===== src/rtl/scpu_pkg.sv =====
// Shared sCPU definitions: register-file geometry and the load-tracker state encoding.
package scpu_pkg;

  localparam int DATA_W     = 8;
  localparam int REG_ADDR_W = 2;
  localparam int NUM_REGS   = 4;

  typedef enum logic {
    IDLE    = 1'b0,
    WAIT_LD = 1'b1
  } ld_state_t;

endpackage


===== src/rtl/ld_tracker.sv =====
// Tracks the single outstanding multi-cycle load: FSM, pending destination, busy flags, ld_ready.
// Build option REG0_ZERO_EN: a load to register 0 never marks it busy.
module ld_tracker
  import scpu_pkg::*;
(
  input  logic                  clk,
  input  logic                  rst_n,
  input  logic                  ld_issue,
  input  logic [REG_ADDR_W-1:0] ld_rd,
  input  logic                  ld_valid,
  output logic                  ld_ready,
  output logic [NUM_REGS-1:0]   busy,
  output logic [REG_ADDR_W-1:0] pend_rd,
  output logic                  ld_done,
  output ld_state_t             state
);

  ld_state_t             r_state;
  logic [REG_ADDR_W-1:0] r_pend_rd;
  logic [NUM_REGS-1:0]   r_busy;
  logic                  r_ld_ready;
  logic                  w_track;

`ifdef REG0_ZERO_EN
  assign w_track = (ld_rd != '0);
`else
  assign w_track = 1'b1;
`endif

  // Return handshake: data moves on the rising edge where ld_valid && ld_ready;
  // ld_ready is registered and held high for the whole WAIT_LD state.
  always_ff @(posedge clk or negedge rst_n) begin
    if (!rst_n) begin
      r_state    <= IDLE;
      r_pend_rd  <= '0;
      r_busy     <= '0;
      r_ld_ready <= 1'b0;
    end else begin
      case (r_state)
        IDLE: begin
          if (ld_issue) begin
            r_pend_rd     <= ld_rd;
            r_busy[ld_rd] <= w_track;
            r_ld_ready    <= 1'b1;
            r_state       <= WAIT_LD;
          end
        end
        WAIT_LD: begin
          if (ld_valid) begin
            r_busy[r_pend_rd] <= 1'b0;
            r_ld_ready        <= 1'b0;
            r_state           <= IDLE;
          end
        end
      endcase
    end
  end

  assign state    = r_state;
  assign pend_rd  = r_pend_rd;
  assign busy     = r_busy;
  assign ld_ready = r_ld_ready;
  assign ld_done  = ld_valid & r_ld_ready;

endmodule


===== src/rtl/reg_file.sv =====
// Four-entry sCPU register file with ALU writeback, one tracked load and hazard stall.
// Build option REG0_ZERO_EN: register 0 reads as zero and ignores all writes.
module reg_file #(
  parameter int                   DATA_W    = scpu_pkg::DATA_W,
  parameter logic [DATA_W-1:0]    RESET_VAL = '0
) (
  input  logic              clk,
  input  logic              rst_n,
  input  logic              alu_we,
  input  logic [1:0]        alu_rd,
  input  logic [DATA_W-1:0] alu_data,
  input  logic              ld_issue,
  input  logic [1:0]        ld_rd,
  input  logic              ld_valid,
  input  logic [DATA_W-1:0] ld_data,
  output logic              ld_ready,
  output logic [DATA_W-1:0] reg0_out,
  output logic [DATA_W-1:0] reg1_out,
  output logic [DATA_W-1:0] reg2_out,
  output logic [DATA_W-1:0] reg3_out,
  output logic [3:0]        busy,
  output logic              stall
);

  import scpu_pkg::*;

`ifdef REG0_ZERO_EN
  localparam bit ZERO_R0 = 1'b1;
`else
  localparam bit ZERO_R0 = 1'b0;
`endif

  logic [DATA_W-1:0]     r_regs [NUM_REGS];
  logic [NUM_REGS-1:0]   w_busy;
  logic [REG_ADDR_W-1:0] w_pend_rd;
  logic                  w_ld_done;
  ld_state_t             w_state;
  logic                  w_alu_wr;
  logic                  w_ld_wr;

  ld_tracker u_ld_tracker (
    .clk      (clk),
    .rst_n    (rst_n),
    .ld_issue (ld_issue),
    .ld_rd    (ld_rd),
    .ld_valid (ld_valid),
    .ld_ready (ld_ready),
    .busy     (w_busy),
    .pend_rd  (w_pend_rd),
    .ld_done  (w_ld_done),
    .state    (w_state)
  );

  // A stalled request changes nothing; the issuer holds it and retries.
  assign stall    = (alu_we & w_busy[alu_rd]) | (ld_issue & (w_state == WAIT_LD));
  assign w_alu_wr = alu_we & ~w_busy[alu_rd] & ~(ZERO_R0 & (alu_rd == '0));
  assign w_ld_wr  = w_ld_done & ~(ZERO_R0 & (w_pend_rd == '0));

  // ALU and load never collide on one register: the load target is busy for the whole wait.
  always_ff @(posedge clk or negedge rst_n) begin
    if (!rst_n) begin
      for (int i = 0; i < NUM_REGS; i++) begin
        r_regs[i] <= (ZERO_R0 && i == 0) ? '0 : RESET_VAL;
      end
    end else begin
      if (w_alu_wr) r_regs[alu_rd] <= alu_data;
      if (w_ld_wr)  r_regs[w_pend_rd] <= ld_data;
    end
  end

  assign reg0_out = r_regs[0];
  assign reg1_out = r_regs[1];
  assign reg2_out = r_regs[2];
  assign reg3_out = r_regs[3];
  assign busy     = w_busy;

endmodule


===== config.mk =====
export PLATFORM = sky130hd
export DESIGN_NAME = reg_file
export DESIGN_NICKNAME = d
export VERILOG_FILES = /design/src/rtl/scpu_pkg.sv /design/src/rtl/ld_tracker.sv /design/src/rtl/reg_file.sv
export SDC_FILE = /design/constraint.sdc
export NUM_CORES = 1
export LEC_CHECK = 0
export BUFFER_PORTS_ARGS = -buffer_cell sky130_fd_sc_hd__buf_2
export CAP_MARGIN = 20
export CORE_AREA = 3 3 67 69
export DETAILED_ROUTE_END_ITERATION = 6
export DIE_AREA = 0 0 70 72
export PLACE_DENSITY = 0.77
export SLEW_MARGIN = 30
export SYNTH_ARGS = -nofsm -noshare
export SYNTH_HDL_FRONTEND = slang
export SYNTH_SLANG_ARGS = --single-unit
export TNS_END_PERCENT = 50

===== constraint.sdc =====
create_clock -name clk -period 2.7 [get_ports clk]
set_input_delay 0.81 -clock clk [delete_from_list [all_inputs] [get_ports clk]]
set_output_delay 0.81 -clock clk [all_outputs]
set_load 0.01 [all_outputs]

Word-level counts from Yosys, hierarchy flattened --
Index checks and enable logic that the tools add are counted.
Cells by class: add/subtract/negate cells 0, multiply operators 0, div/mod/pow operators 0, order comparisons 9, eq/ne operators 2, shift-type cells 0, muxes and demuxes 23, bitwise gates (word level) 12, reduce and logical (&&, ||, !) cells 6
Operators with widths (number):
- 32-bit bitwise mux | 2
- 32-bit 2-to-1 mux | 2
- 8-bit demux with 2-bit select | 2
- 8-bit 2-to-1 mux | 2
- 2-bit by 3-bit < comparator with 1-bit output (second input constant) | 3
- 4-bit 2-to-1 mux | 2
- 4-bit case mux with 2 select lines | 1
- 1-bit 2-to-1 mux | 7
- 3-bit >= comparator (second input constant) | 2
- 3-bit by 1-bit < comparator with 1-bit output (second input constant) | 2
- 2-bit NOT with 3-bit output | 2
- 1-bit AND | 4
- 4-bit AND | 1
- 1-bit demux with 2-bit select | 2
- 2-bit by 1-bit >= comparator with 1-bit output (second input constant) | 2
- 1-bit logical AND | 4
- 2-bit != test (second input constant) | 2
- 4-bit NOT | 1
- 4-bit OR | 1
- 1-bit case mux with 2 select lines | 2
- 2-bit AND reduction | 2
- 1-bit binary-select mux with 2-bit select | 1
- 1-bit NOT | 2
- 1-bit OR | 1
Word-level totals: bits in registers 40, latch bits 0, memory bits (writable) 0, bits in read-only memories 0, output and inout bits 38, memories kept 0

Logic depth before layout (Yosys ltp) --
Gate-level depths: netlist (run 1).
word-level depth 9, gate-level depth with buffers 5, depth with buffers taken out 3

Modules after synthesis --
From an unflattened synthesis (run 1), not the netlist that was laid out.
Second synthesis, totals: cells, all modules 176, area, all modules 1978.1 um2
Modules (own cells, without submodules):
- reg_file | times used 1, cells each 148, area each 1601.5 um2, seq. area each 800.8 um2
- ld_tracker | times used 1, cells each 28, area each 376.6 um2, seq. area each 200.2 um2

Least setup slack after synthesis (run 1) --
Ideal clock, no wire load.
path kind input-to-output, from input alu_rd[0], to output stall, arrival 1544 ps, data required time 1890 ps, path slack 346 ps, cell stages on the path 2, path buffers 0, path through mux4_1 > a22o_1
On the way: cells in the longest elaborated chain, start to end 4
RTL lines:
- from (decl) | RTL line reg_file.sv:10 | input logic [1:0] alu_rd,
- 1-bit binary-select mux with 2-bit select | RTL line reg_file.sv:55 | assign stall = (alu_we & w_busy[alu_rd]) | (ld_issue & (w_state == WAIT_LD));
- 1-bit 2-to-1 mux (not written as such) | RTL line reg_file.sv:55
- 1-bit AND | RTL line reg_file.sv:55
- 1-bit OR | RTL line reg_file.sv:55
- to (decl) | RTL line reg_file.sv:22 | output logic stall
No other way between the ends. The select of a mux whose other input is x is not followed.

Worst setup path after layout (run 1) --
Same ends and word-level chain as after synthesis.

==> summary.md, run 1 <==
| Metric | Value |
|---|---|
| Critical Path Source Type | `primary input` |
| # diodes | `0` |
| CTS tree | `built` |
| Period minus WS final | `2584 ps` |
| Type of the worst min-delay path | `primary input to async pin` |
| Vias in the first global route | `1,449` |
| GP Congestion | `0.8455` |
| Antenna-violating nets left | `0` |
| Synth-to-Final Area Change | `19.38%` |
| CP Class | `primary input to primary output` |
| Iteration-0 DRC Markers | `112` |
| Max transition margin | `56.13%` |
| Largest net degree at the start of global routing | `23` |
| Seq/Total Area, Yosys | `50.66%` |
| RSZ-0062 raised after global routing | `no` |
| Cell Area, Synth | `1976 sq um` |
| Flop pwr share | `44.6%` |
| Most frequent cells after synthesis | `dfrtp_1 (40), mux2i_1 (32), a21oi_1 (26), nor2_1 (26), nand2_1 (10)` |
| Yosys top cell by area | `dfrtp_1` |
| Max-slew violations | `0` |
| H-tree lvl count | `2` |
| Crit path DAT | `1770 ps` |
| Final Cycle Share | `95.69%` |
| Fin util | `59.39%` |
| Port Buf Inserts | `62` |
| CTS clock-pin slew for the worst setup and hold paths | `80 ps` |
| Hold Buf Count CTS | `0` |
| Initial core utilization | `49.75%` |
| Routed vias | `1,517` |
| Post-synth EDFFs | `0` |
| Pre-antenna DRT Iters | `4` |
| Die area | `5040 sq um` |
| Postcts setup bufs | `0` |
| Clock root buffer | `clkbuf_8` |
| Final Net Count | `263` |
| Routed WL | `4443 microns` |
| Status | `finished, final reports clean` |
| Core area | `3971 sq um` |
| #FFs+latches synth | `40` |
| Vias per std cell | `5.249` |
| Pwr Density | `987.7 nW/um^2` |
| Finish-stage setup viols | `0` |
| Setup total negative slack | `0 ps` |
| Clock Latency Late Sink | `280 ps` |
| Logic gate share of total power | `37.8%` |
| Top-count cell post-synth | `dfrtp_1` |
| Synth async-reset ratio | `100.0%` |
| GRT Total Usage | `18.69%` |
| GR Overflow Total | `0` |
| Syn avg cell area | `11.04 sq um` |
| Max IR drop VDD | `489.8 uV` |
| Die Ht | `72 microns` |
| Post-route cell area | `2359 sq um` |
| Worst Max-Slew Pin Slew | `654.6 ps` |
| Boundary Pins | `63` |
| Die width | `70 microns` |
| Synth Instances | `179` |
| Area contributors post-synth | `dfrtp_1 (51%), mux2i_1 (16%), a21oi_1 (6.6%), nor2_1 (4.9%), buf_6 (2.8%)` |
| Cell Count, Final, Fillers Out | `289` |
| Yosys cell types | `29` |
| HPWL Detailed | `3182 microns` |
| Placed Cells | `281` |
| Num CTS Buffers | `5` |
| Yosys warnings | `0` |
| Crit end category | `primary output` |
| Initial antenna violation count | `0` |
| Fraction of power spent switching nets | `35.96%` |
| WL/cell | `15.37 microns` |
| Global-route wire length before repair | `7465 microns` |
| Setup WS pre-CTS | `39.74 ps` |
| DP Area | `2270 sq um` |
| Net load switching power | `0.0008376 W` |
| Share of cells above drive strength 1 | `34.31%` |
| CTS sink cnt | `40` |
| Post-route DRC | `0` |
| Clock network fraction of total power | `17.6%` |
| Worst path required time | `1890 ps` |
| Max Clock Skew | `11.45 ps` |
| Longest Clk Path Bufs | `2` |
| Number of max-cap violations | `0` |
| Main synth FF type | `dfrtp_1` |
| Fmax | `387.0 MHz` |
| Syn nets | `204` |
| Area share of the leading cell type in the synthesized netlist | `50.66%` |
| Fin. Hold Viols | `0` |
| Leakage Power | `1.112 nW` |
| Final worst slack | `116.3 ps` |
| FP Rows | `23` |
| Cell Int Power | `0.001492 W` |
| Max FO, Critical Path | `5` |
[metal layers]
metal  up-vias  wire length (microns)  global-route usage (%)
met3         7                    272                   4.017
met1       703                   2088                   26.94
met2        48                   2033                   29.17
met5         -                      0                       0
li1        759                      -                       -
met4         0                     48                   4.468
[logic make-up after synthesis]
group	share of synthesized area (%)
and+or+nand+nor	12.92
AOI/OAI and AO/OA	12.98
buffers and inverters	5.320
DFF	50.66
muxes	18.11
[final timing paths]
| path | startpoint | to | slack [ps] | depth (start not counted) |
|---|---|---|---|---|
| setup / recovery | alu_rd[0] | stall | 120 | 4 |
| hold / removal | rst_n | reg0_out[1]$_DFF_PN0_ | 480 | 1 |
| setup reg to reg | u_ld_tracker.busy[3]$_DFFE_PN0P_ | reg3_out[1]$_DFF_PN0_ | 1130 | 3 |
| hold reg to reg | u_ld_tracker.busy[3]$_DFFE_PN0P_ | u_ld_tracker.busy[3]$_DFFE_PN0P_ | 540 | 1 |
| max in group asynchronous | rst_n | u_ld_tracker.ld_ready$_DFFE_PN0P_ | 1580 | 2 |
| min in group clk | u_ld_tracker.busy[3]$_DFFE_PN0P_ | u_ld_tracker.busy[3]$_DFFE_PN0P_ | 540 | 1 |
[repair_timing]
action                     CTS  global route
resized for setup            0             1
hold endpoints to repair     0             0
setup endpoints to repair    0             1
[metrics by stage]
step / power, W / hold WS, ps
after global placement: 0.001911 / 519.9
final: 0.002330 / 481.4
after floorplan: 0.001560 / 514.4
after global routing: 0.002511 / 508.6
after detailed placement: 0.001945 / 532.3
after CTS: 0.002350 / 494.7
[flip-flops by register name (all words and copies together), names as in the netlist]
| name | count |
|---|---|
| reg0_out | 8 |
| reg1_out | 8 |
| reg2_out | 8 |
| reg3_out | 8 |
| u_ld_tracker.busy | 4 |
| u_ld_tracker.ld_ready | 1 |
| u_ld_tracker.pend_rd | 2 |
| u_ld_tracker.state | 1 |
[final cells by class]
class                      instances  area [sq um]
clock buffer                       6         82.58
clock inverter                     2         10.01
inverter                           3         11.26
fill                             354          1613
tap                               50         62.56
timing repair buffer              64         325.3
sequential                        40          1001
multi-input combinational        124         865.8
[cell usage in the layout (no fill, tap or decap), types with 3 or more instances in the layout]
cell type  instances
o21ai_1            5
buf_2             62
o21ai_2            3
nand2_1           10
mux2i_1           32
inv_1              3
a21oi_1           26
dfrtp_1           40
nor2_1            26
clkbuf_8           6
[power groups by stage]
| stage | logic [W] | clock network (W) | registers [W] |
|---|---|---|---|
| final | 0.000881 | 0.000409 | 0.00104 |
| after global placement | 0.000871 | 0 | 0.00104 |
| after floorplan | 0.000412 | 0 | 0.00115 |
| after detailed placement | 0.000895 | 0 | 0.00105 |
| after CTS | 0.000898 | 0.000412 | 0.00104 |
| after global routing | 0.000983 | 0.000446 | 0.00108 |
[critical path, cell delays in order]
cell and delay (ps):
buf_2 140, mux4_2 510, a22o_1 180, buf_2 130
Power figures use the tool's default switching activity.
==> run 2: changes to the inputs <==
--- a/config.mk
+++ b/config.mk
@@ -7,10 +7,10 @@
 export LEC_CHECK = 0
 export BUFFER_PORTS_ARGS = -buffer_cell sky130_fd_sc_hd__buf_2
 export CAP_MARGIN = 20
-export CORE_AREA = 3 3 67 69
+export CORE_AREA = 3 3 71 73
 export DETAILED_ROUTE_END_ITERATION = 6
-export DIE_AREA = 0 0 70 72
-export PLACE_DENSITY = 0.77
+export DIE_AREA = 0 0 74 76
+export PLACE_DENSITY = 0.66
 export SLEW_MARGIN = 30
 export SYNTH_ARGS = -nofsm -noshare
 export SYNTH_HDL_FRONTEND = slang
==> summary.md, run 2 (synthesis results as in run 1) <==
| Metric | Value |
|---|---|
| Status | `finished, final reports clean` |
| Final Net Count | `263` |
| Critical Path Source Type | `primary input` |
| Die Ht | `76 microns` |
| Die area | `5624 sq um` |
| Port Buf Inserts | `62` |
| CP Class | `primary input to primary output` |
| Fmax | `378.9 MHz` |
| Pwr Density | `985.3 nW/um^2` |
| HPWL Detailed | `3207 microns` |
| Worst Max-Slew Pin Slew | `664.7 ps` |
| Postcts setup bufs | `0` |
| H-tree lvl count | `2` |
| Global-route wire length before repair | `7320 microns` |
| Max FO, Critical Path | `5` |
| RR Startpoint | `u_ld_tracker.busy[3]$_DFFE_PN0P_` |
| GP Congestion | `0.7544` |
| CTS clock-pin slew for the worst setup and hold paths | `70 ps` |
| CTS sink cnt | `40` |
| # fillers | `403` |
| Flop-to-flop setup slack | `1100 ps` |
| # diodes | `0` |
| Share of cells above drive strength 1 | `33.05%` |
| Cell Count, Final, Fillers Out | `291` |
| FP Rows | `24` |
| Max Clock Skew | `7.831 ps` |
| Routed vias | `1,506` |
| Period minus WS final | `2639 ps` |
| Largest net degree at the start of global routing | `41` |
| RSZ-0062 raised after global routing | `no` |
| Setup total negative slack | `0 ps` |
| Most common cell after layout, fill and taps aside | `buf_2` |
| Max transition margin | `55.45%` |
| Routed WL | `4634 microns` |
| Antenna-violating nets left | `0` |
| Iteration-0 DRC Markers | `81` |
| Fin util | `53.57%` |
| Pre-antenna DRT Iters | `4` |
| Clock Latency Late Sink | `290 ps` |
| Finish-stage setup viols | `0` |
| Longest Clk Path Bufs | `2` |
| Worst setup path startpoint | `alu_rd[0]` |
| Initial antenna violation count | `0` |
| CTS tree | `built` |
| WL/cell | `15.92 microns` |
| Max IR drop VDD | `428.9 uV` |
| Fin. Hold Viols | `0` |
| Max-slew violations | `0` |
| Clock root buffer | `clkbuf_8` |
| Number of max-cap violations | `0` |
| Post-route DRC | `0` |
| Die width | `74 microns` |
| Leakage Power | `1.112 nW` |
| Vias per std cell | `5.175` |
| Num CTS Buffers | `5` |
| Hold Buf Count CTS | `0` |
| Initial core utilization | `44.76%` |
| Core area | `4414 sq um` |
| Type of the worst min-delay path | `primary input to async pin` |
| Hold_ws | `485.8 ps` |
| Crit path DAT | `1830 ps` |
| Most frequent cells in the layout | `buf_2 (61), dfrtp_1 (40), mux2i_1 (32), nor2_1 (26), a21oi_1 (26)` |
| Placed Cells | `283` |
| Crit end category | `primary output` |
| GR Overflow Total | `0` |
| Post-cts sizing count | `0` |
| Synth-to-Final Area Change | `19.70%` |
| Worst path required time | `1890 ps` |
| Boundary Pins | `63` |
| GRT Total Usage | `17.07%` |
| Vias in the first global route | `1,428` |
| Final Cycle Share | `97.75%` |
[run 2: final cells by class]
| cell class | count | area [sq um] | area share [%] |
|---|---|---|---|
| tap | 52 | 65.06 | 2.751 |
| multi-input combinational | 124 | 869.6 | 36.77 |
| timing repair buffer | 64 | 327.8 | 13.86 |
| sequential | 40 | 1001 | 42.33 |
| clock buffer | 8 | 90.09 | 3.810 |
| inverter | 3 | 11.26 | 0.4762 |
[run 2: routing by layer]
metal  GRT usage (%)  share of wire [%]  wire, microns  vias up
li1                -                  -              -      759
met1           24.38                 48           2218      698
met2           25.27                 45           2092       43
met3           4.617                5.8            268        6
met4           4.891                1.2             55        0
met5               0                  0              0        -
[run 2: path summary, 6_finish.rpt]
check                                                         to  cells past startpoint
worst max-delay path                                       stall                      4
worst max register to register             reg3_out[0]$_DFF_PN0_                      3
worst min-delay path                       reg1_out[4]$_DFF_PN0_                      1
worst min register to register  u_ld_tracker.busy[3]$_DFFE_PN0P_                      1
max in group asynchronous                  reg1_out[1]$_DFF_PN0_                      1
min in group clk                u_ld_tracker.busy[3]$_DFFE_PN0P_                      1
[run 2: where the power goes]
group	total, W	switching [W]	internal (W)
clock	0.000403	0.000195	0.000208
sequential	0.00105	0.000180	0.000869
combinational	0.000878	0.000458	0.000420
total	0.00233	0.000833	0.00150
[run 2: stage by stage]
step	area, sq um	setup slack, ps	total power (W)
after global routing	2365	28.95	0.002501
final	2365	60.85	0.002330
after floorplan	1976	346.4	0.001560
after CTS	2362	63.56	0.002359
after global placement	2272	100.6	0.001925
after detailed placement	2272	60.65	0.001946
[run 2: worst max-delay path, cell delays in order]
cell    delay, ps
buf_2         130
mux4_1        570
a22o_1        190
buf_2         130
==> run 3: changes to the inputs <==
--- a/config.mk
+++ b/config.mk
@@ -11,6 +11,7 @@
 export DETAILED_ROUTE_END_ITERATION = 6
 export DIE_AREA = 0 0 74 76
 export PLACE_DENSITY = 0.66
+export RECOVER_POWER = 25
 export SLEW_MARGIN = 30
 export SYNTH_ARGS = -nofsm -noshare
 export SYNTH_HDL_FRONTEND = slang
==> summary.md, run 3 (synthesis results as in run 1) <==
| Metric | Value |
|---|---|
| Share of cells above drive strength 1 | `33.05%` |
| Fmax | `378.9 MHz` |
| Max-slew violations | `0` |
| Synth-to-Final Area Change | `19.57%` |
| Max Clock Skew | `7.831 ps` |
| Flop-to-flop setup slack | `1100 ps` |
| Postcts setup bufs | `0` |
| Clock root buffer | `clkbuf_8` |
| Max IR drop VDD | `428.9 uV` |
| Finish-stage setup viols | `0` |
| Sequential Area | `1001 sq um` |
| Placed Cells | `283` |
| CP Class | `primary input to primary output` |
| Iteration-0 DRC Markers | `81` |
| Global-route wire length before repair | `7320 microns` |
| Most common cell after layout, fill and taps aside | `buf_2` |
| Largest net degree at the start of global routing | `41` |
| Type of the worst min-delay path | `flop to flop` |
| Pwr Density | `986.1 nW/um^2` |
| H-tree lvl count | `2` |
| Crit end category | `primary output` |
| CTS clock-pin slew for the worst setup and hold paths | `70 ps` |
| Max transition margin | `33.65%` |
| Vias in the first global route | `1,428` |
| Longest Clk Path Bufs | `2` |
| Die Ht | `76 microns` |
| RSZ-0062 raised after global routing | `no` |
| Hold_ws | `542.6 ps` |
| Core area | `4414 sq um` |
| HPWL Detailed | `3207 microns` |
| Number of max-cap violations | `0` |
| Port Buf Inserts | `62` |
| WL/cell | `15.92 microns` |
| GP Congestion | `0.7544` |
| Multi-input logic area | `869.6 sq um` |
| Leakage Power | `1.111 nW` |
| FP Rows | `24` |
| # fillers | `404` |
| Worst path required time | `1890 ps` |
| CTS sink cnt | `40` |
| Post-cts sizing count | `0` |
| # diodes | `0` |
| Antenna-violating nets left | `0` |
| Initial core utilization | `44.76%` |
| GRT Total Usage | `17.07%` |
| Routed WL | `4634 microns` |
| Period minus WS final | `2639 ps` |
| Boundary Pins | `63` |
| Hold Buf Count CTS | `0` |
| Fin util | `53.51%` |
| Fin. Hold Viols | `0` |
| Most frequent cells in the layout | `buf_2 (61), dfrtp_1 (40), mux2i_1 (32), nor2_1 (26), a21oi_1 (26)` |
| Final Cycle Share | `97.75%` |
| Clock Latency Late Sink | `290 ps` |
| Final Net Count | `263` |
| Post-route DRC | `0` |
| Routed vias | `1,506` |
| GR Overflow Total | `0` |
| Status | `finished, final reports clean` |
| Vias per std cell | `5.175` |
| Pre-antenna DRT Iters | `4` |
| Num CTS Buffers | `5` |
| Die area | `5624 sq um` |
| Cell Count, Final, Fillers Out | `291` |
| Worst Max-Slew Pin Slew | `995.3 ps` |
| Crit path DAT | `1830 ps` |
| Critical Path Source Type | `primary input` |
| Final worst slack | `60.85 ps` |
| Die width | `74 microns` |
| CTS tree | `built` |
| Setup WS pre-CTS | `60.65 ps` |
| Initial antenna violation count | `0` |
| Max FO, Critical Path | `5` |
| Setup total negative slack | `0 ps` |
## run 3: through the flow
step / cell area [sq um] / power [W]
after global routing: 2362 / 0.002501
after global placement: 2272 / 0.001925
after floorplan: 1976 / 0.001560
final: 2362 / 0.002329
after CTS: 2362 / 0.002359
after detailed placement: 2272 / 0.001946
## run 3: path summary, 6_finish.rpt
path	from	endpoint	depth (start not counted)
worst max-delay path	alu_rd[0]	stall	4
worst min-delay path	u_ld_tracker.busy[3]$_DFFE_PN0P_	u_ld_tracker.busy[3]$_DFFE_PN0P_	1
worst max register to register	u_ld_tracker.busy[3]$_DFFE_PN0P_	reg3_out[0]$_DFF_PN0_	3
worst min register to register	u_ld_tracker.busy[3]$_DFFE_PN0P_	u_ld_tracker.busy[3]$_DFFE_PN0P_	1
max in group asynchronous	rst_n	reg1_out[1]$_DFF_PN0_	1
min in group asynchronous	rst_n	reg1_out[4]$_DFF_PN0_	1
## run 3: layout make-up
cell class | instances | share of cell area [%]
Tap cell | 52 | 2.754
Multi-Input combinational cell | 124 | 36.81
Sequential cell | 40 | 42.37
Timing Repair Buffer | 64 | 13.77
Inverter | 3 | 0.4767
Clock buffer | 8 | 3.814
## run 3: per-layer routing
metal  GRT usage (%)  share of wire, %
met1           24.38                48
met2           25.27                45
met3           4.617               5.8
met4           4.891               1.2
met5               0                 0
## run 3: power by group
part | leakage [nW] | switching (W) | internal [W]
clock network | 0.0455 | 0.000195 | 0.000208
logic | 0.604 | 0.000458 | 0.000419
registers | 0.462 | 0.000180 | 0.000869
total | 1.11 | 0.000833 | 0.00150
## run 3: critical path: stages
cell,delay [ps]
buf_2,130
mux4_1,570
a22o_1,190
buf_2,130
